==> config.mk <==
export PLATFORM = sky130hd
export DESIGN_NAME = omsp_spm_cmd_seq_flat
export DESIGN_NICKNAME = d
export VERILOG_FILES = /design/src/rtl/omsp_spm_cmd_seq_if.sv /design/src/rtl/omsp_spm_cmd_seq.sv /design/src/flat_wrapper.sv
export SDC_FILE = /design/constraint.sdc
export NUM_CORES = 1
export LEC_CHECK = 0
export BUFFER_PORTS_ARGS = -buffer_cell sky130_fd_sc_hd__clkbuf_2
export CAP_MARGIN = 30
export CORE_ASPECT_RATIO = 0.9
export CORE_MARGIN = 2
export CORE_UTILIZATION = 52
export DETAILED_ROUTE_END_ITERATION = 8
export GPL_TIMING_DRIVEN = 0
export MAX_ROUTING_LAYER = met4
export PLACE_DENSITY = 0.93
export SKIP_CTS_REPAIR_TIMING = 1
export SLEW_MARGIN = 40
export SYNTH_ARGS = -nofsm -noshare
export SYNTH_HDL_FRONTEND = slang
export SYNTH_SLANG_ARGS = --single-unit
==> constraint.sdc <==
create_clock -name mclk -period 5.75 [get_ports mclk]
set_clock_uncertainty 0.15 [all_clocks]
set_input_delay 1.15 -clock mclk [delete_from_list [all_inputs] [get_ports mclk]]
set_output_delay 1.15 -clock mclk [all_outputs]
set_load 0.005 [all_outputs]
==> src/rtl/omsp_spm_cmd_seq_if.sv <==
// Command/response channel between the execution unit (master) and the
// SPM command sequencer (slave).
interface omsp_spm_cmd_seq_if;
   logic        cmd_valid;
   logic        cmd_ready;
   logic [1:0]  cmd_op;
   logic [15:0] cmd_r12;
   logic [15:0] cmd_r13;
   logic [15:0] cmd_r14;
   logic [15:0] cmd_r15;
   logic        rsp_valid;
   logic        rsp_ready;
   logic        rsp_error;
   logic [63:0] rsp_data;

   modport master (
      output cmd_valid, cmd_op, cmd_r12, cmd_r13, cmd_r14, cmd_r15, rsp_ready,
      input  cmd_ready, rsp_valid, rsp_error, rsp_data
   );

   modport slave (
      input  cmd_valid, cmd_op, cmd_r12, cmd_r13, cmd_r14, cmd_r15, rsp_ready,
      output cmd_ready, rsp_valid, rsp_error, rsp_data
   );
endinterface

==> src/rtl/omsp_spm_cmd_seq.sv <==
// SPM command sequencer: issues protect/unprotect strobes or walks the four
// layout words of the selected SPM, then returns status/data on a handshake.
module omsp_spm_cmd_seq #(
   parameter int READ_WAIT = 1
) (
   input  logic                 mclk,
   input  logic                 puc_rst,
   omsp_spm_cmd_seq_if.slave    cmd_if,
   output logic                 update_spm,
   output logic                 enable_spm,
   output logic [15:0]          r12,
   output logic [15:0]          r13,
   output logic [15:0]          r14,
   output logic [15:0]          r15,
   output logic [1:0]           data_request,
   input  logic                 violation,
   input  logic                 spm_select_valid,
   input  logic [15:0]          requested_data
);

   typedef enum logic [1:0] {
      IDLE  = 2'd0,
      ISSUE = 2'd1,
      READ  = 2'd2,
      RESP  = 2'd3
   } state_t;

   localparam logic [3:0] WAIT_LAST = 4'(READ_WAIT - 1);

   state_t      state;
   logic [1:0]  idx;
   logic [3:0]  wait_cnt;
   logic        cmd_ready;
   logic        rsp_valid;
   logic        rsp_error;
   logic [63:0] rsp_data;

   assign cmd_if.cmd_ready = cmd_ready;
   assign cmd_if.rsp_valid = rsp_valid;
   assign cmd_if.rsp_error = rsp_error;
   assign cmd_if.rsp_data  = rsp_data;

   // Every output is a register updated on the transition that enters or
   // leaves the state it belongs to, so nothing toward the SPM controller glitches.
   always_ff @(posedge mclk) begin
      if (!puc_rst) begin
         state        <= IDLE;
         idx          <= 2'd0;
         wait_cnt     <= 4'd0;
         cmd_ready    <= 1'b1;
         rsp_valid    <= 1'b0;
         rsp_error    <= 1'b0;
         rsp_data     <= 64'd0;
         update_spm   <= 1'b0;
         enable_spm   <= 1'b0;
         r12          <= 16'd0;
         r13          <= 16'd0;
         r14          <= 16'd0;
         r15          <= 16'd0;
         data_request <= 2'd0;
      end else begin
         unique case (state)
            IDLE: begin
               if (cmd_if.cmd_valid) begin
                  r12       <= cmd_if.cmd_r12;
                  r13       <= cmd_if.cmd_r13;
                  r14       <= cmd_if.cmd_r14;
                  r15       <= cmd_if.cmd_r15;
                  rsp_error <= 1'b0;
                  rsp_data  <= 64'd0;
                  cmd_ready <= 1'b0;
                  unique case (cmd_if.cmd_op)
                     2'b00, 2'b01: begin
                        state      <= ISSUE;
                        update_spm <= 1'b1;
                        enable_spm <= (cmd_if.cmd_op == 2'b00);
                     end
                     2'b10: begin
                        state        <= READ;
                        idx          <= 2'd0;
                        wait_cnt     <= 4'd0;
                        data_request <= 2'd0;
                     end
                     default: begin
                        state     <= RESP;
                        rsp_error <= 1'b1;
                        rsp_valid <= 1'b1;
                     end
                  endcase
               end
            end

            ISSUE: begin
               update_spm <= 1'b0;
               enable_spm <= 1'b0;
               rsp_error  <= violation;
               rsp_valid  <= 1'b1;
               state      <= RESP;
            end

            READ: begin
               if (wait_cnt == WAIT_LAST) begin
                  if (spm_select_valid) begin
                     rsp_data[{idx, 4'd0} +: 16] <= requested_data;
                     if (idx == 2'd3) begin
                        state        <= RESP;
                        rsp_valid    <= 1'b1;
                        data_request <= 2'd0;
                     end else begin
                        idx          <= idx + 2'd1;
                        wait_cnt     <= 4'd0;
                        data_request <= idx + 2'd1;
                     end
                  end else begin
                     // Selection lost mid-walk: keep the words gathered so far.
                     rsp_error    <= 1'b1;
                     rsp_valid    <= 1'b1;
                     data_request <= 2'd0;
                     state        <= RESP;
                  end
               end else begin
                  wait_cnt <= wait_cnt + 4'd1;
               end
            end

            RESP: begin
               if (cmd_if.rsp_ready) begin
                  rsp_valid <= 1'b0;
                  cmd_ready <= 1'b1;
                  state     <= IDLE;
               end
            end

            default: state <= IDLE;
         endcase
      end
   end

endmodule
==> src/flat_wrapper.sv <==
// flat-port wrapper written by rule: the top's interface ports become plain ports
module omsp_spm_cmd_seq_flat 
#(
   parameter int READ_WAIT = 1
)
  (mclk, puc_rst, update_spm, enable_spm, r12, r13, r14, r15, data_request, violation, spm_select_valid, requested_data, cmd_if_cmd_valid, cmd_if_cmd_op, cmd_if_cmd_r12, cmd_if_cmd_r13, cmd_if_cmd_r14, cmd_if_cmd_r15, cmd_if_rsp_ready, cmd_if_cmd_ready, cmd_if_rsp_valid, cmd_if_rsp_error, cmd_if_rsp_data);
  omsp_spm_cmd_seq_if cmd_if_i ();
  input  logic mclk;
  input  logic puc_rst;
  output logic update_spm;
  output logic enable_spm;
  output logic [15:0] r12;
  output logic [15:0] r13;
  output logic [15:0] r14;
  output logic [15:0] r15;
  output logic [1:0] data_request;
  input  logic violation;
  input  logic spm_select_valid;
  input  logic [15:0] requested_data;
  input wire logic [$bits(cmd_if_i.cmd_valid)-1:0] cmd_if_cmd_valid;
  input wire logic [$bits(cmd_if_i.cmd_op)-1:0] cmd_if_cmd_op;
  input wire logic [$bits(cmd_if_i.cmd_r12)-1:0] cmd_if_cmd_r12;
  input wire logic [$bits(cmd_if_i.cmd_r13)-1:0] cmd_if_cmd_r13;
  input wire logic [$bits(cmd_if_i.cmd_r14)-1:0] cmd_if_cmd_r14;
  input wire logic [$bits(cmd_if_i.cmd_r15)-1:0] cmd_if_cmd_r15;
  input wire logic [$bits(cmd_if_i.rsp_ready)-1:0] cmd_if_rsp_ready;
  output wire logic [$bits(cmd_if_i.cmd_ready)-1:0] cmd_if_cmd_ready;
  output wire logic [$bits(cmd_if_i.rsp_valid)-1:0] cmd_if_rsp_valid;
  output wire logic [$bits(cmd_if_i.rsp_error)-1:0] cmd_if_rsp_error;
  output wire logic [$bits(cmd_if_i.rsp_data)-1:0] cmd_if_rsp_data;
  assign cmd_if_i.cmd_valid = cmd_if_cmd_valid;
  assign cmd_if_i.cmd_op = cmd_if_cmd_op;
  assign cmd_if_i.cmd_r12 = cmd_if_cmd_r12;
  assign cmd_if_i.cmd_r13 = cmd_if_cmd_r13;
  assign cmd_if_i.cmd_r14 = cmd_if_cmd_r14;
  assign cmd_if_i.cmd_r15 = cmd_if_cmd_r15;
  assign cmd_if_i.rsp_ready = cmd_if_rsp_ready;
  assign cmd_if_cmd_ready = cmd_if_i.cmd_ready;
  assign cmd_if_rsp_valid = cmd_if_i.rsp_valid;
  assign cmd_if_rsp_error = cmd_if_i.rsp_error;
  assign cmd_if_rsp_data = cmd_if_i.rsp_data;
  omsp_spm_cmd_seq #(.READ_WAIT(READ_WAIT)) u_core (.mclk(mclk), .puc_rst(puc_rst), .cmd_if(cmd_if_i), .update_spm(update_spm), .enable_spm(enable_spm), .r12(r12), .r13(r13), .r14(r14), .r15(r15), .data_request(data_request), .violation(violation), .spm_select_valid(spm_select_valid), .requested_data(requested_data));
endmodule
# After elaboration in Yosys (flattened, before gate mapping)
# Cells that the tools add are included.
word_totals:
  regBits: 143
  input_bits: 88
  out_inout_bits: 135
classes:
  add_sub_neg: 3
  eq_ne: 18
  n_shift: 2
  mux: 49
  n_reduce_logical: 19
ops:
  columns: ["op", "n"]
  rows:
  - ["two-way mux 64 bit", 3]
  - ["case mux 64 bit (2 select lines)", 1]
  - ["bitwise mux 64 bit", 1]
  - ["variable shift 16 x 8 -> 64 bit, first input constant", 1]
  - ["indexed part select 16 x 8 -> 64 bit", 1]
  - ["two-way mux 2 bit", 13]
  - ["two-way mux 4 bit", 5]
  - ["two-way mux 1 bit", 16]
  - ["!= test 2 bit, second input constant", 8]
  - ["AND reduction 4 bit", 4]
  - ["case mux 2 bit (2 select lines)", 3]
  - ["AND reduction 5 bit", 2]
  - ["equality test 2 bit, second input constant", 4]
  - ["negator 6 -> 8 bit", 1]
  - ["case mux 2 bit (4 select lines)", 1]
  - ["case mux 4 bit (2 select lines)", 1]
  - ["!= test 3 bit, second input constant", 2]
  - ["case mux 1 bit (2 select lines)", 3]
  - ["AND reduction 3 bit", 2]
  - ["AND reduction 6 bit", 1]
  - ["nonzero test 2 bit", 3]
  - ["adder 4 x 1 -> 4 bit, second input constant", 1]
  - ["equality test 2 x 1 -> 1 bit, second input constant", 2]
  - ["zero test 2 bit", 2]
  - ["other kinds (10)", 10]

# Logic depth before layout (Yosys ltp)
# Gate-level depths: netlist of the first run.
depth:
  word_depth: 6
  ltp_mapped: 8

# Worst setup path before layout of the first run
# No wires, ideal clock.
synth_timing:
  path_kind: "input -> register"
  from: "input cmd_if_cmd_op[0]"
  to: "register u_core.wait_cnt[2]"
  t_arrival_ns: 2.225
  required_time_ns: 5.530
  path_slack_ns: 3.305
  cell_stages: 4
  cell_sequence: "and2b_1 > a21oi_2 > or4b_2 > a21oi_1"
synth_between:
  elab_chain_len: 3
synth_rtl:
  columns: ["element", "line_no", "rtl"]
  rows:
  - ["start, declared", "flat_wrapper.sv:21", "input wire logic [$bits(cmd_if_i.cmd_op)-1:0] cmd_if_cmd_op;"]
  - ["equality test 2 bit", "omsp_spm_cmd_seq.sv:72", "unique case (cmd_if.cmd_op)"]
  - ["!= test 2 bit (no line)", null, null]
  - ["AND reduction 5 bit (no line)", null, null]
  - ["end signal, assigned", "omsp_spm_cmd_seq.sv:122", "wait_cnt <= wait_cnt + 4'd1;"]
  - ["end, declared", "omsp_spm_cmd_seq.sv:32", "logic [3:0] wait_cnt;"]
# Every way passes these cells.
# A chain may end at the register's enable or synchronous reset.

==> impl_results.md, run 1 <==
- Tot GR Track Use: approximately 29%
- Via count: approximately 6100
- 1st-iter DRT viols: 570
- Slew headroom: slightly below 60%
- Ant. Diodes: 0
- First-pass GRT wire length: ~27000 um
- Post-DP HPWL: between 10000 and 15000 um
- Tightest Hold Check Type: reg2reg
- Pwr Density: approximately 460 nW/um^2
- Final hold vios: 0
- Vias in the first global route: 5471
- Design Power: 0.00350 W
- Slew Limit Fails: 0
- Synth Area per Inst: 8.18 sq um
- Routed len/inst: roughly 16 um
- Die H: 104 um
- Synthesized flop and latch total: around 140
- Row cnt: 36
- Status: complete, no violations
- VDD IR max: 257 uV
- LEAKAGE: 3.30 nW
- Crit share post-route: 43.9%
- CP max-delay cell: buf_1
- Worst Path Buf+Inv: 4
- Critical path class: in2reg
- GP Congestion: between 0.9 and 1
- Post-synth net total: 804
- Mapped Cells: 703
- Largest delay contributor family on the critical path: buffers and inverters
- Most used cell, CP: clkbuf_1
- Min cycle time layout: between 2 and 3 ns
- Part of the Yosys area used for sequential elements: about half
- Final ANT Viol Nets: 0
- H-tree levels: 4
- Buffers on Ports: between 200 and 250
- Skew-Pair Late Insertion Delay: 0.43 ns
- Max frequency: 396 MHz
- Clk buf depth: 2
- Ys async rst share: 0%
- Core Area: between 10000 and 15000 sq um
- Pre-antenna DRT Iters: 6
- RSZ-0062 raised after global routing: no
- Nets: 1045
- Die Width: between 100 and 150 um
- Setup crit end kind: flip-flop
- Worst-path fanout max: 10
- GRT overflow: 0
- Distinct cell type count after synthesis: 46
- Worst Path Required: about 5.9 ns
- Max-cap viol count: 0
- Syn. warnings: 0
- Synth Flop Type: dfxtp_1
- Finished Core Util: a little under three quarters
- Pin count of the biggest net entering global routing: 17
- CTS tree: built
- Clk sinks: approximately 140
- Clock transition at the registers of the reported paths: about 0.060 ns
- Critical Path Start Type: input pin
- Die area: ~12000 sq um
- Number of synthesized flops with an enable pin: 0
- Slowest stage delay, CP: 0.44 ns
- Final setup viols: 0
- Drt total wl: between 15000 and 20000 um
- Slew @ Worst Pin: roughly 0.6 ns
- Synth-to-layout area growth: 33.2%
- Via density: 5.57
- Layout cells sized above 1: slightly below 30%
- CTS root buf: clkbuf_16
- # DRC: 0
- Cell area after synthesis: approximately 5800 sq um
- Starting density of the core: between 50 and 60%
- Setup TNS: 0 ns
- Crit path cell chain: clkbuf_2 -> clkbuf_1 -> clkbuf_1 -> buf_1 -> nand3_1 -> o21ai_1
- Critical path data arrival time: between 2 and 3 ns
- CTS buffer count: 17
- I/O pin cnt: about 220
- Initial antenna violation count: 0
-- state kept, by name (all words and copies together), names as in the netlist, 2 cells and up --
name                    flops
u_core.idx                  2
u_core.r15                 16
u_core.state                2
u_core.r14                 16
u_core.wait_cnt             4
u_core.r13                 16
u_core.r12                 16
u_core.data_request         2
u_core.cmd_if.rsp_data     64
-- final cells by class --
type	count	area [sq um]
multi-input cells	495	2600
flip-flops and latches	143	2860
inverters	9	33.8
plain buffers	56	259
repair buffers	222	1110
fillers	835	3150
well taps	133	166
clock inverters	15	208
clock buffers	17	425
-- per-layer routing --
metal	share of wire, %	GRT usage (%)	vias up	routed length (um)
met4	4.0	12.1	0	682
met1	41	36.4	2763	6940
li1	-	-	2928	-
met5	0	-	-	0
met3	8.2	6.14	72	1410
met2	47	44.7	311	8070
-- synth_stat cells, types with 3 or more instances --
cell type | instances | area, sq um
a2111o_1 | 3 | 33.8
a21boi_0 | 4 | 30.0
a21oi_1 | 83 | 415
and2_1 | 3 | 18.8
buf_1 | 5 | 18.8
buf_2 | 14 | 70.1
buf_6 | 3 | 33.8
clkbuf_1 | 31 | 116
dfxtp_1 | 143 | 2860
ha_1 | 13 | 163
inv_1 | 9 | 33.8
mux2i_1 | 5 | 50.1
nand2_1 | 155 | 582
nand2b_1 | 3 | 18.8
nand3_1 | 99 | 495
nand4_1 | 17 | 106
nor2_1 | 4 | 15.0
nor2b_1 | 4 | 25.0
nor3_1 | 3 | 15.0
o21ai_0 | 23 | 115
o21ai_1 | 48 | 240
-- worst reg2reg max path: cells and delay by family, from the launching register on --
kind | cells | cell delay, ns
AO/OA/AOI/OAI | 1 | 0.18
adder cells (fa/ha/maj) | 1 | 0.22
buffers and inverters | 4 | 1.16
flip-flops | 1 | 0.35
AND/OR/NAND/NOR | 2 | 0.35
-- final timing paths --
| check | endpoint | cells past startpoint | start | slack (ns) |
|---|---|---|---|---|
| setup / recovery | u_core.cmd_if.rsp_data[48]$_SDFFE_PN0P_ | 6 | puc_rst | 3.22 |
| hold / removal | u_core.r13[7]$_SDFFE_PN0P_ | 2 | u_core.r13[7]$_SDFFE_PN0P_ | 0.30 |
| setup reg to reg | u_core.r14[14]$_SDFFE_PN0P_ | 8 | u_core.state[0]$_SDFFE_PN0P_ | 3.26 |
| hold reg to reg | u_core.r13[7]$_SDFFE_PN0P_ | 2 | u_core.r13[7]$_SDFFE_PN0P_ | 0.30 |
-- through the flow --
stage                     setup slack (ns)  area, sq um  hold WS (ns)  std cells
after global placement                2.86         7030         0.291       1058
after global routing                  3.06         7660         0.322       1090
after detailed placement              2.88         7030         0.296       1058
final                                 3.22         7660         0.303       1090
after floorplan                       3.30         5750         0.301        703
after CTS                             3.24         7660         0.304       1090
-- where the power goes --
part           total (W)  switching, W  leakage, nW  internal [W]
sequential       0.00118     0.0000685         1.16       0.00111
clock            0.00117      0.000437        0.302      0.000732
combinational    0.00115      0.000759         1.83      0.000387
total            0.00350       0.00126         3.30       0.00223
-- layout by cell type (no fill, tap or decap), types with 2 or more instances in the layout --
master / instances
or4b_2: 2
nor2_1: 4
a2111o_1: 3
a21boi_0: 4
buf_6: 3
nand2_1: 155
nand3_1: 99
buf_2: 14
nand4_1: 17
clkinvlp_4: 3
o21ai_1: 48
a21oi_1: 83
mux2i_1: 5
buf_1: 5
buf_4: 2
a31oi_1: 2
inv_1: 9
nand2b_1: 3
clkinv_2: 2
clkbuf_16: 17
ha_1: 13
clkbuf_2: 223
clkinv_4: 2
inv_6: 3
nor2b_1: 4
dfxtp_1: 143
nor3_1: 3
a21o_1: 2
nand3b_1: 2
o21a_1: 2
and2_1: 3
bufinv_16: 4
clkbuf_1: 31
o21ai_0: 23
-- cells by family (layout without fill, tap and decap cells) --
kind of cell    count (synthesis)  after routing  synth area share (%)
simple gates                  303            303                  24.9
compound gates                174            174                  16.6
flops                         143            143                  49.8
buf+inv                        65            319                  5.09
fa+ha+maj                      13             13                  2.83
mux                             5              5                 0.870
(Power assumes the default switching activity.)
==> run 2: changes to the inputs <==
--- a/config.mk
+++ b/config.mk
@@ -9,11 +9,11 @@
 export CAP_MARGIN = 30
 export CORE_ASPECT_RATIO = 0.9
 export CORE_MARGIN = 2
-export CORE_UTILIZATION = 52
+export CORE_UTILIZATION = 49
 export DETAILED_ROUTE_END_ITERATION = 8
 export GPL_TIMING_DRIVEN = 0
 export MAX_ROUTING_LAYER = met4
-export PLACE_DENSITY = 0.93
+export PLACE_DENSITY = 0.89
 export SKIP_CTS_REPAIR_TIMING = 1
 export SLEW_MARGIN = 40
 export SYNTH_ARGS = -nofsm -noshare
==> constraint.sdc (replaced) <==
create_clock -name mclk -period 2.6 [get_ports mclk]
set_clock_uncertainty 0.15 [all_clocks]
set_input_delay 0.52 -clock mclk [delete_from_list [all_inputs] [get_ports mclk]]
set_output_delay 0.52 -clock mclk [all_outputs]
set_load 0.005 [all_outputs]
==> impl_results.md, run 2 (synthesis gave the netlist of run 1 again) <==
- Met3 Use GR: 6.28% (was 6.14%)
- Slew Limit Fails: 0 (unchanged)
- Met1 Use GR: 34.0% (was 36.4%)
- Buffers on Ports: 222 (unchanged)
- Final setup viols: 0 (unchanged)
- Clock transition at the registers of the reported paths: 0.07 ns (was 0.06 ns)
- Critical Path Start Type: flip-flop (was input pin)
- Via density: 5.38 (was 5.57)
- CTS buffer count: 17 (unchanged)
- RSZ-0062 raised after global routing: no (unchanged)
- VDD IR max: 553 uV (was 257 uV)
- GRT met2 Usage: 43.8% (was 44.7%)
- Row cnt: 37 (was 36)
- Top reg by flops: u_core.cmd_if.rsp_data (unchanged)
- Layout cells sized above 1: 29.7% (about the same)
- Design Power: 0.00754 W (was 0.00350 W)
- Worst-path fanout max: 10 (unchanged)
- Hold Crit Start: cmd_if_cmd_r14[11] (was u_core.r13[7]$_SDFFE_PN0P_)
- Post-DP HPWL: 12300 um (was 12200 um)
- Pwr Density: 986 nW/um^2 (was 456 nW/um^2)
- Synth-to-layout area growth: 32.9% (was 33.2%)
- Sequential power share: 34.6% (was 33.8%)
- Die H: 107 um (was 104 um)
- Die Width: 118 um (was 115 um)
- Status: complete, no violations (unchanged)
- Crit path cell chain: inv_1 -> ha_1 -> nand2_1 -> nor3_2 -> clkbuf_1 -> nand3_1 -> o21ai_1 (was clkbuf_2 -> clkbuf_1 -> clkbuf_1 -> buf_1 -> nand3_1 -> o21ai_1)
- Reg2reg start: u_core.idx[0]$_SDFFE_PN0P_ (was u_core.state[0]$_SDFFE_PN0P_)
- Slew @ Worst Pin: 0.558 ns (was 0.614 ns)
- Switch Pwr: 0.00280 W (was 0.00126 W)
- I/O pin cnt: 223 (unchanged)
- Drt total wl: 17100 um (about the same)
- Crit share post-route: between 90% and 100%
- LEAKAGE: 3.28 nW (was 3.30 nW)
- Part of the power in combinational logic: 33.4% (was 32.8%)
- Nets: 1044 (was 1045)
- Max-cap viol count: 0 (unchanged)
- Clk buf depth: 2 (unchanged)
- Min cycle time layout: 2.46 ns
- Most frequent cells in the layout: clkbuf_2, nand2_1, dfxtp_1, nand3_1, a21oi_1 (unchanged)
- Vias in the first global route: 5612 (was 5471)
- Largest register FFs: 64 (unchanged)
- Hold depth: 3 (was 2)
- Worst Hold Path EP: u_core.r14[11]$_SDFFE_PN0P_ (was u_core.r13[7]$_SDFFE_PN0P_)
- Slowest stage delay, CP: 0.49 ns (was 0.44 ns)
- Initial antenna violation count: 0 (unchanged)
- Setup crit end kind: flip-flop (unchanged)
- First-pass GRT wire length: 27100 um (was 26800 um)
- Worst Path Required: 2.81 ns (was 5.94 ns)
- Critical path data arrival time: 2.67 ns (was 2.72 ns)
- Routed len/inst: 15.4 um (was 15.7 um)
- Internal: 0.00474 W (was 0.00223 W)
- Core Area: 11400 sq um (was 10800 sq um)
- Final hold vios: 0 (unchanged)
- Via count: 5984 (was 6074)
- Switching share of power: 37.1% (was 36.2%)
- 1st-iter DRT viols: 516 (was 570)
- CTS root buf: clkbuf_16 (unchanged)
- Clk pwr share: 31.9% (was 33.4%)
- Tot GR Track Use: 27.4% (was 28.8%)
- Most common cell after layout, fill and taps aside: clkbuf_2 (unchanged)
- Pre-antenna DRT Iters: 5 (was 6)
- CTS tree: built (unchanged)
- Die area: 12600 sq um (was 11900 sq um)
- Final ANT Viol Nets: 0 (unchanged)
- # DRC: 0 (unchanged)
- H-tree levels: 4 (unchanged)
- FF-to-FF path depth: 7 (was 8)
- CP max-delay cell: ha_1 (was buf_1)
- Pin count of the biggest net entering global routing: 17 (unchanged)
- GP Congestion: 0.944 (was 0.946)
- GRT overflow: 0 (unchanged)
- Ant. Diodes: 0 (unchanged)
- Slew headroom: 62.7% (was 59.0%)
- Gr busiest metal: met2 (unchanged)
- Skew-Pair Late Insertion Delay: 0.41 ns (was 0.43 ns)
- Setup TNS: 0 ns (unchanged)
- Clk sinks: 143 (unchanged)
- Reg-to-reg slack, setup: 0.14 ns (was 3.26 ns)
- Starting density of the core: 50.3% (was 53.2%)
- R2R Path End: u_core.cmd_if.rsp_data[47]$_SDFFE_PN0P_ (was u_core.r14[14]$_SDFFE_PN0P_)
- Tightest Hold Check Type: in2reg (was reg2reg)
- Critical path class: reg2reg (was in2reg)
- Max frequency: about 400 MHz
- Hold Slack: 0.167 ns (was 0.303 ns)
==> run 2: cell count changes in the layout (fill, tap and decap cells not counted) <==
cell / delta
clkbuf_2: +1
inv_8: -1
clkinv_2: -1
clkinv_4: +3
bufinv_16: -2
inv_6: +1
clkinvlp_4: -1
clkbuf_1: -1
==> run 2: worst max-delay path: cells and delay by family, from the launching register on <==
kind | cells | cell delay (ns)
buffers and inverters | 2 | 0.55
adders and majority gates | 1 | 0.49
DFF | 1 | 0.38
and+or+nand+nor | 3 | 0.71
AOI/OAI and AO/OA | 1 | 0.13
==> run 2: final cells by class <==
type | instances | area [sq um]
fill | 965 | 3790
sequential | 143 | 2860
multi-input combinational | 495 | 2600
timing repair buffer | 222 | 1110
clock buffer | 18 | 429
buffer | 55 | 256
tap | 156 | 195
clock inverter | 14 | 159
inverter | 9 | 33.8
==> run 2: metal layers <==
layer	up-vias	routed length, um	part of all wire (%)
met5	-	0	0
met4	0	467	2.7
met3	58	1330	7.8
met2	261	8110	47
met1	2745	7190	42
li1	2920	-	-
==> run 2: how the worst max path moves through the flow <==
stage	startpoint	to	slack [ns]	cells past startpoint
floorplan	u_core.idx[0]$_SDFFE_PN0P_	u_core.cmd_if.rsp_data[22]$_SDFFE_PN0P_	0.57	7
global placement	u_core.state[0]$_SDFFE_PN0P_	u_core.r15[13]$_SDFFE_PN0P_	0.26	8
detailed placement	u_core.idx[0]$_SDFFE_PN0P_	u_core.cmd_if.rsp_data[22]$_SDFFE_PN0P_	0.20	7
CTS	u_core.state[0]$_SDFFE_PN0P_	u_core.r12[7]$_SDFFE_PN0P_	0.16	8
global route	u_core.state[0]$_SDFFE_PN0P_	u_core.cmd_if.rsp_data[41]$_SDFFE_PN0P_	0.02	7
finish	u_core.idx[0]$_SDFFE_PN0P_	u_core.cmd_if.rsp_data[47]$_SDFFE_PN0P_	0.14	7
==> run 2: metrics by stage <==
step	area (sq um)	setup WS, ns	cells	utilization [%]
floorplan	5750	0.570	703	-
global placement	7060	0.264	1081	61.7
detailed placement	7060	0.196	1081	61.7
CTS	7650	0.162	1113	66.9
global route	7640	0.0168	1112	66.9
finish	7640	0.136	1112	66.9
==> run 2: power by group through the flow <==
| stage | sequential [W] | clock (W) | combinational, W |
|---|---|---|---|
| floorplan | 0.00266 | 0 | 0.00164 |
| finish | 0.00261 | 0.00241 | 0.00252 |
| detailed placement | 0.00265 | 0 | 0.00246 |
| global placement | 0.00264 | 0 | 0.00242 |
| CTS | 0.00261 | 0.00242 | 0.00250 |
| global route | 0.00264 | 0.00253 | 0.00279 |
